`src/rtl/ice_io_pkg.sv`:
```
// Shared constants and helpers for the button/LED exerciser blocks.
package ice_io_pkg;

    localparam logic MODE_MUX    = 1'b0;
    localparam logic MODE_DMUX   = 1'b1;
    localparam int   SYNC_STAGES = 2;

    typedef enum logic {
        DIR_DOWN = 1'b0,
        DIR_UP   = 1'b1
    } breathe_dir_e;

    // Modulo-n increment; keeps non-power-of-2 selects inside 0..n-1.
    function automatic int wrap_inc(input int v, input int n);
        return (v >= n - 1) ? 0 : v + 1;
    endfunction

endpackage

```
`src/rtl/btn_debounce.sv`:
```
// One raw button: SYNC_STAGES-deep synchroniser followed by a counting debouncer.
module btn_debounce
    import ice_io_pkg::*;
#(
    parameter int DB_W = 16
) (
    input  logic CLK,
    input  logic RST_N,
    input  logic raw,
    output logic db
);

    logic [SYNC_STAGES-1:0] sync_pipe;
    logic [DB_W-1:0]        cnt;
    logic                   stable;
    logic                   synced;

    assign synced = sync_pipe[SYNC_STAGES-1];

    // Counter only runs while the synced level disagrees with the accepted one,
    // so any bounce back to the accepted level restarts the qualification window.
    always_ff @(posedge CLK or negedge RST_N) begin
        if (!RST_N) begin
            sync_pipe <= '0;
            cnt       <= '0;
            stable    <= 1'b0;
        end else begin
            sync_pipe <= {sync_pipe[SYNC_STAGES-2:0], raw};
            if (synced == stable) begin
                cnt <= '0;
            end else if (cnt == '1) begin
                stable <= synced;
                cnt    <= '0;
            end else begin
                cnt <= cnt + 1'b1;
            end
        end
    end

    assign db = stable;

endmodule

```
`src/rtl/btn_mux_pwm.sv`:
```
// Button-driven mux/dmux exerciser with PWM-dimmed LEDs.
// Define PWM_BREATHE_EN to replace the fixed duty with a triangle "breathing" ramp.
module btn_mux_pwm
    import ice_io_pkg::*;
#(
    parameter int N_CH  = 3,
    parameter int PWM_W = 8,
    parameter int DUTY  = 8,
    parameter int DB_W  = 16,
    parameter int BR_W  = 4
) (
    input  logic                     CLK,
    input  logic                     RST_N,
    input  logic [N_CH-1:0]          DIN,
    input  logic                     STEP,
    input  logic                     MODE,
    output logic [N_CH-1:0]          LED,
    output logic [$clog2(N_CH)-1:0]  SEL
);

    localparam int               SEL_W  = $clog2(N_CH);
    localparam logic [PWM_W:0]   DUTY_V = (PWM_W + 1)'(DUTY);

    logic [N_CH-1:0]  din_db;
    logic             step_db;
    logic             mode_db;
    logic             step_q;
    logic             step_pulse;
    logic [SEL_W-1:0] sel;
    logic [N_CH-1:0]  pat;
    logic [PWM_W-1:0] pwm_cnt;
    logic [PWM_W:0]   duty;
    logic             pwm_on;
    logic             pwm_wrap;

    for (genvar i = 0; i < N_CH; i++) begin : g_din
        btn_debounce #(.DB_W(DB_W)) u_din_db (
            .CLK   (CLK),
            .RST_N (RST_N),
            .raw   (DIN[i]),
            .db    (din_db[i])
        );
    end

    btn_debounce #(.DB_W(DB_W)) u_step_db (
        .CLK   (CLK),
        .RST_N (RST_N),
        .raw   (STEP),
        .db    (step_db)
    );

    btn_debounce #(.DB_W(DB_W)) u_mode_db (
        .CLK   (CLK),
        .RST_N (RST_N),
        .raw   (MODE),
        .db    (mode_db)
    );

    // A held STEP produces a single pulse: only the debounced rising edge counts.
    assign step_pulse = step_db & ~step_q;

    always_ff @(posedge CLK or negedge RST_N) begin
        if (!RST_N) begin
            step_q <= 1'b0;
            sel    <= '0;
        end else begin
            step_q <= step_db;
            if (step_pulse)
                sel <= SEL_W'(wrap_inc(int'(sel), N_CH));
        end
    end

    always_comb begin
        pat = '0;
        if (mode_db == MODE_DMUX)
            pat[sel] = din_db[0];
        else
            pat[0] = din_db[sel];
    end

    assign pwm_wrap = (pwm_cnt == '1);

    always_ff @(posedge CLK or negedge RST_N) begin
        if (!RST_N)
            pwm_cnt <= '0;
        else
            pwm_cnt <= pwm_cnt + 1'b1;
    end

`ifdef PWM_BREATHE_EN
    logic [BR_W-1:0] br_cnt;
    breathe_dir_e    dir;

    // Duty only moves on the period boundary so no period is ever cut short.
    always_ff @(posedge CLK or negedge RST_N) begin
        if (!RST_N) begin
            br_cnt <= '0;
            duty   <= '0;
            dir    <= DIR_UP;
        end else if (pwm_wrap) begin
            if (br_cnt != '1) begin
                br_cnt <= br_cnt + 1'b1;
            end else begin
                br_cnt <= '0;
                if (DUTY_V != '0) begin
                    if (dir == DIR_UP) begin
                        duty <= duty + 1'b1;
                        if (duty + 1'b1 == DUTY_V)
                            dir <= DIR_DOWN;
                    end else begin
                        duty <= duty - 1'b1;
                        if (duty == (PWM_W + 1)'(1))
                            dir <= DIR_UP;
                    end
                end
            end
        end
    end
`else
    assign duty = DUTY_V;
`endif

    // One extra compare bit lets a duty of 2**PWM_W mean fully on.
    assign pwm_on = ({1'b0, pwm_cnt} < duty);

    always_ff @(posedge CLK or negedge RST_N) begin
        if (!RST_N) begin
            LED <= '0;
            SEL <= '0;
        end else begin
            LED <= pwm_on ? pat : '0;
            SEL <= sel;
        end
    end

endmodule

```
`config.mk`:
```
export PLATFORM = sky130hd
export DESIGN_NAME = btn_mux_pwm
export DESIGN_NICKNAME = d
export VERILOG_FILES = /design/src/rtl/ice_io_pkg.sv /design/src/rtl/btn_debounce.sv /design/src/rtl/btn_mux_pwm.sv
export SDC_FILE = /design/constraint.sdc
export NUM_CORES = 1
export LEC_CHECK = 0
export CORE_MARGIN = 2
export CORE_UTILIZATION = 55
export CTS_CLUSTER_DIAMETER = 120
export DETAILED_ROUTE_END_ITERATION = 8
export DONT_BUFFER_PORTS = 1
export PLACE_DENSITY_LB_ADDON = 0.2
export SYNTH_ARGS = -nofsm -noshare
export SYNTH_HDL_FRONTEND = slang
export SYNTH_SLANG_ARGS = --single-unit
```
`constraint.sdc`:
```
create_clock -name CLK -period 2.5 [get_ports CLK]
set_clock_uncertainty 0.15 [all_clocks]
set_input_delay 0.5 -clock CLK [delete_from_list [all_inputs] [get_ports CLK]]
set_output_delay 0.5 -clock CLK [all_outputs]
set_load 0.005 [all_outputs]
```
==> results.md, run 1 <==
- WL/cell: ~13 um
- Max stage delay on crit path: 0.52 ns
- Antenna cells: 0
- R2R Path Start: u_step_db.cnt[0]$_DFF_PN0_
- Area Growth Syn to Fin: 7.556%
- Die width: about 98 um
- Pins Over Slew Limit: 0
- CP max-delay cell: a41o_1
- Synthesized instance count: 460
- Final Cycle Share: 0.8051
- Num CTS Buffers: 9
- GR Util met3: 0.04152
- Distinct cells, synth: 33
- Maximum clock rate: between 0.4 and 0.5 GHz
- Sw Share: 0.2103
- Met2 Use GR: 0.2887
- Setup repair after global routing missed its margin: no
- Worst-path clk slew: around 0.10 ns
- WP depth: 5
- Max-cap viol count: 0
- Post-synthesis sequential area ratio: 0.5686
- Clock Path Buffers: 2
- Post-route minimum period: a little over 2 ns
- CTS Hold Bufs: 5
- Pre-CTS setup slack: 0.5169 ns
- # fillers: around 720
- Static leakage: 2.220 nW
- Synth Area per Inst: between 10 and 15 um^2
- Max rail drop VDD: roughly 0.26 mV
- Total global routing overflow: 0
- Die footprint: a little under 10,000 um^2
- CTS root buffer: clkbuf_8
- CP Buf/Inv Count: 0
- Final ANT Viol Nets: 0
- Sw Pwr: between 0.6 and 0.7 mW
- Vias: about 3,200
- Global Route met1 Usage: 0.2310
- Post-route cell area: 5254 um^2
- Area of the core: 8678 um^2
- First-pass GRT wire length: between 10,000 and 15,000 um
- PnR worst setup slack: 0.4872 ns
- Worst Setup Path Type: flip-flop to flip-flop
- Site row count: 34
- Initial DRT Pass Iterations: 4
- Tot GR Track Use: 0.1748
- Placer congestion estimate: about 0.82
- Sequential power share: 0.614
- DRC: 0
- Vias in the first global route: about 3,200
- Req. time, crit path: 2.57 ns
- IO Port Bufs: 0
- Pwr per Cell Area: approximately 570 nW/um^2
- Post-Route WL: about 7700 um
- Yosys warning count: 0
- Placement Cell Area: 4997 um^2
- Clock sink total: between 100 and 150
- PostCTS Resize Cnt: 0
- Comb pwr share: 0.023
- Worst-path fanout max: 13
- Status: finished, violations left
- R2R cell count: 5
- Initial Util: 0.5629
- GRT busiest layer: met2
- Worst hold slack: -0.3288 ns
- Initial antenna violation count: 0
- I/O Pins: 12
- Clock share of power: 0.363
- Skew-Pair Late Insertion Delay: about 0.36 ns
- Worst-Margin Slew: around 0.48 ns
- Chip Height: between 90 and 100 um
- Syn nets: roughly 470
- Failing checks: hold timing
- Top delay family on crit path: simple AND/OR/NAND/NOR gates
- CP Data Arrival Time: approximately 2.1 ns
- Rel. slew slack: 0.6810
- Post-CTS Repair Setup Buffers: 0
- Cell Int Power: ~2.4 mW
- Setup crit end kind: flip-flop
- R2r setup slk: 0.49 ns
- CP Cell Sequence: ha_1, nand2_1, nor3_1, a41o_1, nor2_1
- #FFs+latches synth: approximately 110
- Layout cell share with drive strength beyond 1: 0.07143
- Worst min path class: input port to async pin
- Vias per inst: around 5.4
- Setup TNS: 0 ns
- Post-synth design cell area: between 4000 and 5000 um^2
- Final Hold Vio Count: about 110
- H-tree lvl count: 3
- Reg-to-Reg End: u_step_db.cnt[7]$_DFF_PN0_
- Largest net degree at the start of global routing: 112
- CTS tree: yes
- HPWL Detailed: 5101 um
- Setup violations, final: 0
- Initial DRC count: about 210
- Setup crit start kind: flip-flop
- Final #Nets: about 480
[state kept, by name (all words and copies together) (netlist names)]
register and flops:
step_q 1, SEL 2, g_din.u_din_db.db 3, u_step_db.sync_pipe 2, u_mode_db.db 1, u_step_db.cnt 16
u_mode_db.cnt 16, u_step_db.db 1, sel 2, u_mode_db.sync_pipe 2, g_din.u_din_db.sync_pipe 6, pwm_cnt 8
g_din.u_din_db.cnt 48, LED 3
[Yosys cell counts, drive strengths merged]
cell type,n,area share
and4,3,0.0054
o31ai,1,0.0015
inv,12,0.0092
a41o,1,0.0020
ha,6,0.015
clkbuf,2,0.0015
a31o,6,0.011
a21oi,7,0.0072
xnor2,55,0.099
dfrtp,111,0.57
nor3,16,0.016
xor2,20,0.036
or4,3,0.0054
nor3b,1,0.0015
nand2,25,0.019
nor2,89,0.068
buf,4,0.0046
a22oi,1,0.0015
nor2b,4,0.0051
mux2,7,0.016
or3,4,0.0051
and2,3,0.0038
nand4,15,0.020
nand3,34,0.036
nor4,13,0.020
or2,1,0.0013
o21ai,5,0.0051
and3,11,0.014
[metal layers]
layer	share of wire	wire, um
met1	0.48	3652
met3	0.024	183
met2	0.49	3738
met5	0	0
met4	0.013	102
[through the flow]
step	total power, mW	std cells	util
2_1_floorplan	1.931	460	-
3_3_place_gp	1.944	563	0.5758
3_5_place_dp	1.946	563	0.5758
4_1_cts	3.052	584	0.6054
5_1_grt	3.131	584	0.6054
6_report	3.006	584	0.6054
[final cells by class]
cell class,count,area [um^2],area share
clock buffer,12,155.1,0.02953
sequential,111,2778,0.5287
timing repair buffer,6,57.56,0.01095
tap,108,135.1,0.02572
inverter,12,45.04,0.008573
multi-input combinational,331,2032,0.3868
clock inverter,4,51.30,0.009764
[cell families after synthesis]
| logic type | after synthesis | synth area share |
|---|---|---|
| simple gates | 222 | 0.2218 |
| flops | 111 | 0.5686 |
| xor+xnor | 75 | 0.1345 |
| compound gates | 21 | 0.02818 |
| buf+inv | 18 | 0.01537 |
| mux | 7 | 0.01614 |
| fa+ha+maj | 6 | 0.01537 |
[worst reg2reg max path, stage by stage, from the launching register on]
cell and delay (ns):
dfrtp_1 0.39, ha_1 0.21, nand2_1 0.12, nor3_1 0.37, a41o_1 0.52, nor2_1 0.11
[cell usage in the layout, fill, tap and decap left out, types with 12 or more instances in the layout]
cell type and instances:
inv_1 12, xor2_1 20, nand4_1 14, nor3_1 16, nor4_1 12, nand2_1 25, xnor2_1 55, nand3_1 33
dfrtp_1 111, nor2_1 89
[worst max-delay path by stage]
stage	startpoint	end	slack [ns]
final	u_step_db.cnt[0]$_DFF_PN0_	u_step_db.cnt[7]$_DFF_PN0_	0.49
after detailed placement	u_step_db.cnt[0]$_DFF_PN0_	u_step_db.cnt[7]$_DFF_PN0_	0.52
after CTS	u_step_db.cnt[0]$_DFF_PN0_	u_step_db.cnt[7]$_DFF_PN0_	0.49
after floorplan	u_mode_db.cnt[0]$_DFF_PN0_	u_mode_db.cnt[11]$_DFF_PN0_	0.66
after global routing	u_step_db.cnt[0]$_DFF_PN0_	u_step_db.cnt[7]$_DFF_PN0_	0.34
after global placement	u_mode_db.cnt[0]$_DFF_PN0_	u_mode_db.cnt[4]$_DFF_PN0_	0.61
[power groups by stage]
stage               Combinational, mW  Clock (mW)  Sequential [mW]
finish                         0.0702        1.09             1.85
global route                   0.0826        1.20             1.85
CTS                            0.0711        1.13             1.85
detailed placement             0.0645           0             1.88
global placement               0.0647           0             1.88
floorplan                      0.0559           0             1.88
Note: power is estimated with default switching activity, not from simulation.
==> run 2, diff against run 1 <==
==> constraint.sdc (replaced) <==
create_clock -name CLK -period 2.1 [get_ports CLK]
set_clock_uncertainty 0.15 [all_clocks]
set_input_delay 0.42 -clock CLK [delete_from_list [all_inputs] [get_ports CLK]]
set_output_delay 0.42 -clock CLK [all_outputs]
set_load 0.005 [all_outputs]
==> run 2 against run 1 <==
  * The run still ends with hold timing left
  * Non-clock buffer count is 5 higher
  * Critical path depth stayed put
  * Combinational power is 24% higher
  * Die area stayed put
  * Worst setup slack worse by 0.25 ns
  * Hold slack worse by 0.078 ns
  * Final cell count is 0.86% higher
  * Global-route usage is 0.70 points lower
  * Largest cell class unchanged
==> results.md, run 2 (same netlist as run 1, synthesis figures left out) <==
- Status: finished, violations left
- Failing checks: hold timing
- Chip Height: between 90 and 100 um
- Worst-path clk slew: ~0.090 ns
- Total global routing overflow: 0
- Setup TNS: 0 ns
- CP Buf/Inv Count: 0
- Top delay family on crit path: simple AND/OR/NAND/NOR gates
- Final Hold Vio Count: 111
- Clock Path Buffers: 2
- Die width: 98.24 um
- Worst-path fanout max: 12
- Most frequent cells in the layout: dfrtp_1 (111), nor2_1 (89), xnor2_1 (55), nand3_1 (33), nand2_1 (25)
- Worst hold slack: -0.4064 ns
- Area Growth Syn to Fin: 8.146%
- Final Cycle Share: 0.8857
- Commonest non-fill, non-tap cell in the layout: dfrtp_1
- Area of the core: between 8000 and 9000 um^2
- Max-cap viol count: 0
- Vias per inst: between 5 and 6
- Vias: roughly 3,200
- Num CTS Buffers: 9
- CTS tree: yes
- Static leakage: 2.239 nW
- Post-Route WL: between 7000 and 8000 um
- Initial Util: 0.5629
- HPWL Detailed: around 5000 um
- DRC: 0
- Setup crit end kind: flip-flop
- Register with the most flip-flops: g_din.u_din_db.cnt
- Tot GR Track Use: 0.1679
- Post-route minimum period: between 1.5 and 2 ns
- I/O Pins: 12
- First-pass GRT wire length: 13,320 um
- Final ANT Viol Nets: 0
- Post-route cell area: between 5000 and 6000 um^2
- Antenna cells: 0
- # fillers: between 700 and 800
- Post-CTS Repair Setup Buffers: 0
- Skew-Pair Late Insertion Delay: approximately 0.36 ns
- CP Data Arrival Time: 1.95 ns
- Max rail drop VDD: roughly 0.35 mV
- Placer congestion estimate: 0.7853
- Initial DRT Pass Iterations: 5
- Final #Nets: roughly 500
- Req. time, crit path: about 2.2 ns
- Pwr per Cell Area: between 600 and 700 nW/um^2
- Initial antenna violation count: 0
- Worst-Margin Slew: ~0.45 ns
- Largest register FFs: 48
- Maximum clock rate: 0.5377 GHz
- Die footprint: 9651 um^2
- PnR worst setup slack: approximately 0.24 ns
- Setup crit start kind: flip-flop
- Clock sink total: between 100 and 150
- Setup violations, final: 0
- Pins Over Slew Limit: 0
- Placement Cell Area: ~5000 um^2
- Vias in the first global route: 3,072
- H-tree lvl count: 3
- Largest registers: g_din.u_din_db.cnt (48), u_mode_db.cnt (16), u_step_db.cnt (16)
- CP max-delay cell: dfrtp_1
- Site row count: 34
- Largest net degree at the start of global routing: approximately 110
- Rel. slew slack: 0.6966
- WL/cell: ~13 um
- Max stage delay on crit path: around 0.39 ns
- PostCTS Resize Cnt: 0
- CTS Hold Bufs: 5
- Worst Setup Path Type: flip-flop to flip-flop
- Worst min path class: input port to async pin
- CP Cell Sequence: ha_1, nand3_1, nor4_4, a31o_2, nor2_1
- IO Port Bufs: 0
- Pre-CTS setup slack: about 0.25 ns
- Initial DRC count: 143
- Layout cell share with drive strength beyond 1: 0.08316
- CTS root buffer: clkbuf_8
- Setup repair after global routing missed its margin: no
## run 2: changes by cell type in the layout (fill, tap and decap cells not counted)
cell and delta:
buf_4 +5, clkbuf_1 -1, clkbuf_8 -1, clkinv_2 +2
clkinvlp_4 +1, inv_6 -1
## run 2: where the power goes
group | total (mW) | internal [mW] | switching, mW
clock | 1.24 | 0.578 | 0.667
combinational | 0.0867 | 0.0387 | 0.0479
sequential | 2.20 | 2.17 | 0.0272
## run 2: worst paths after layout
check,endpoint,slack (ns),cells past startpoint,startpoint
worst max register to register,u_mode_db.cnt[3]$_DFF_PN0_,0.24,5,u_mode_db.cnt[0]$_DFF_PN0_
worst max-delay path,u_mode_db.cnt[3]$_DFF_PN0_,0.24,5,u_mode_db.cnt[0]$_DFF_PN0_
min in group CLK,g_din[1].u_din_db.sync_pipe[1]$_DFF_PN0_,0.21,0,g_din[1].u_din_db.sync_pipe[0]$_DFF_PN0_
worst min-delay path,u_mode_db.cnt[7]$_DFF_PN0_,-0.41,0,RST_N
worst min register to register,g_din[1].u_din_db.sync_pipe[1]$_DFF_PN0_,0.21,0,g_din[1].u_din_db.sync_pipe[0]$_DFF_PN0_
max in group asynchronous,g_din[2].u_din_db.cnt[9]$_DFF_PN0_,2.03,0,RST_N
## run 2: area by class of cell
type | instances | area [um^2] | area share
sequential | 111 | 2778 | 0.5258
multi-input combinational | 331 | 2032 | 0.3847
clock inverter | 6 | 60.06 | 0.01137
timing repair buffer | 11 | 95.09 | 0.01800
inverter | 12 | 45.04 | 0.008527
tap | 108 | 135.1 | 0.02558
clock buffer | 10 | 137.6 | 0.02605
## run 2: layer usage
layer  global-route usage  share of wire  up-vias
li1                     -              -     1591
met1               0.2212           0.50     1515
met2               0.2729           0.46       42
met3              0.05011          0.035        9
met4              0.04742          0.012        0
met5                    0              0        -
## run 2: per-stage QoR
stage | util | power [mW] | std cells
6_report | 0.6087 | 3.527 | 589
5_1_grt | 0.6087 | 3.672 | 589
4_1_cts | 0.6087 | 3.582 | 589
3_5_place_dp | 0.5802 | 2.319 | 568
3_3_place_gp | 0.5802 | 2.317 | 568
2_1_floorplan | - | 2.299 | 460
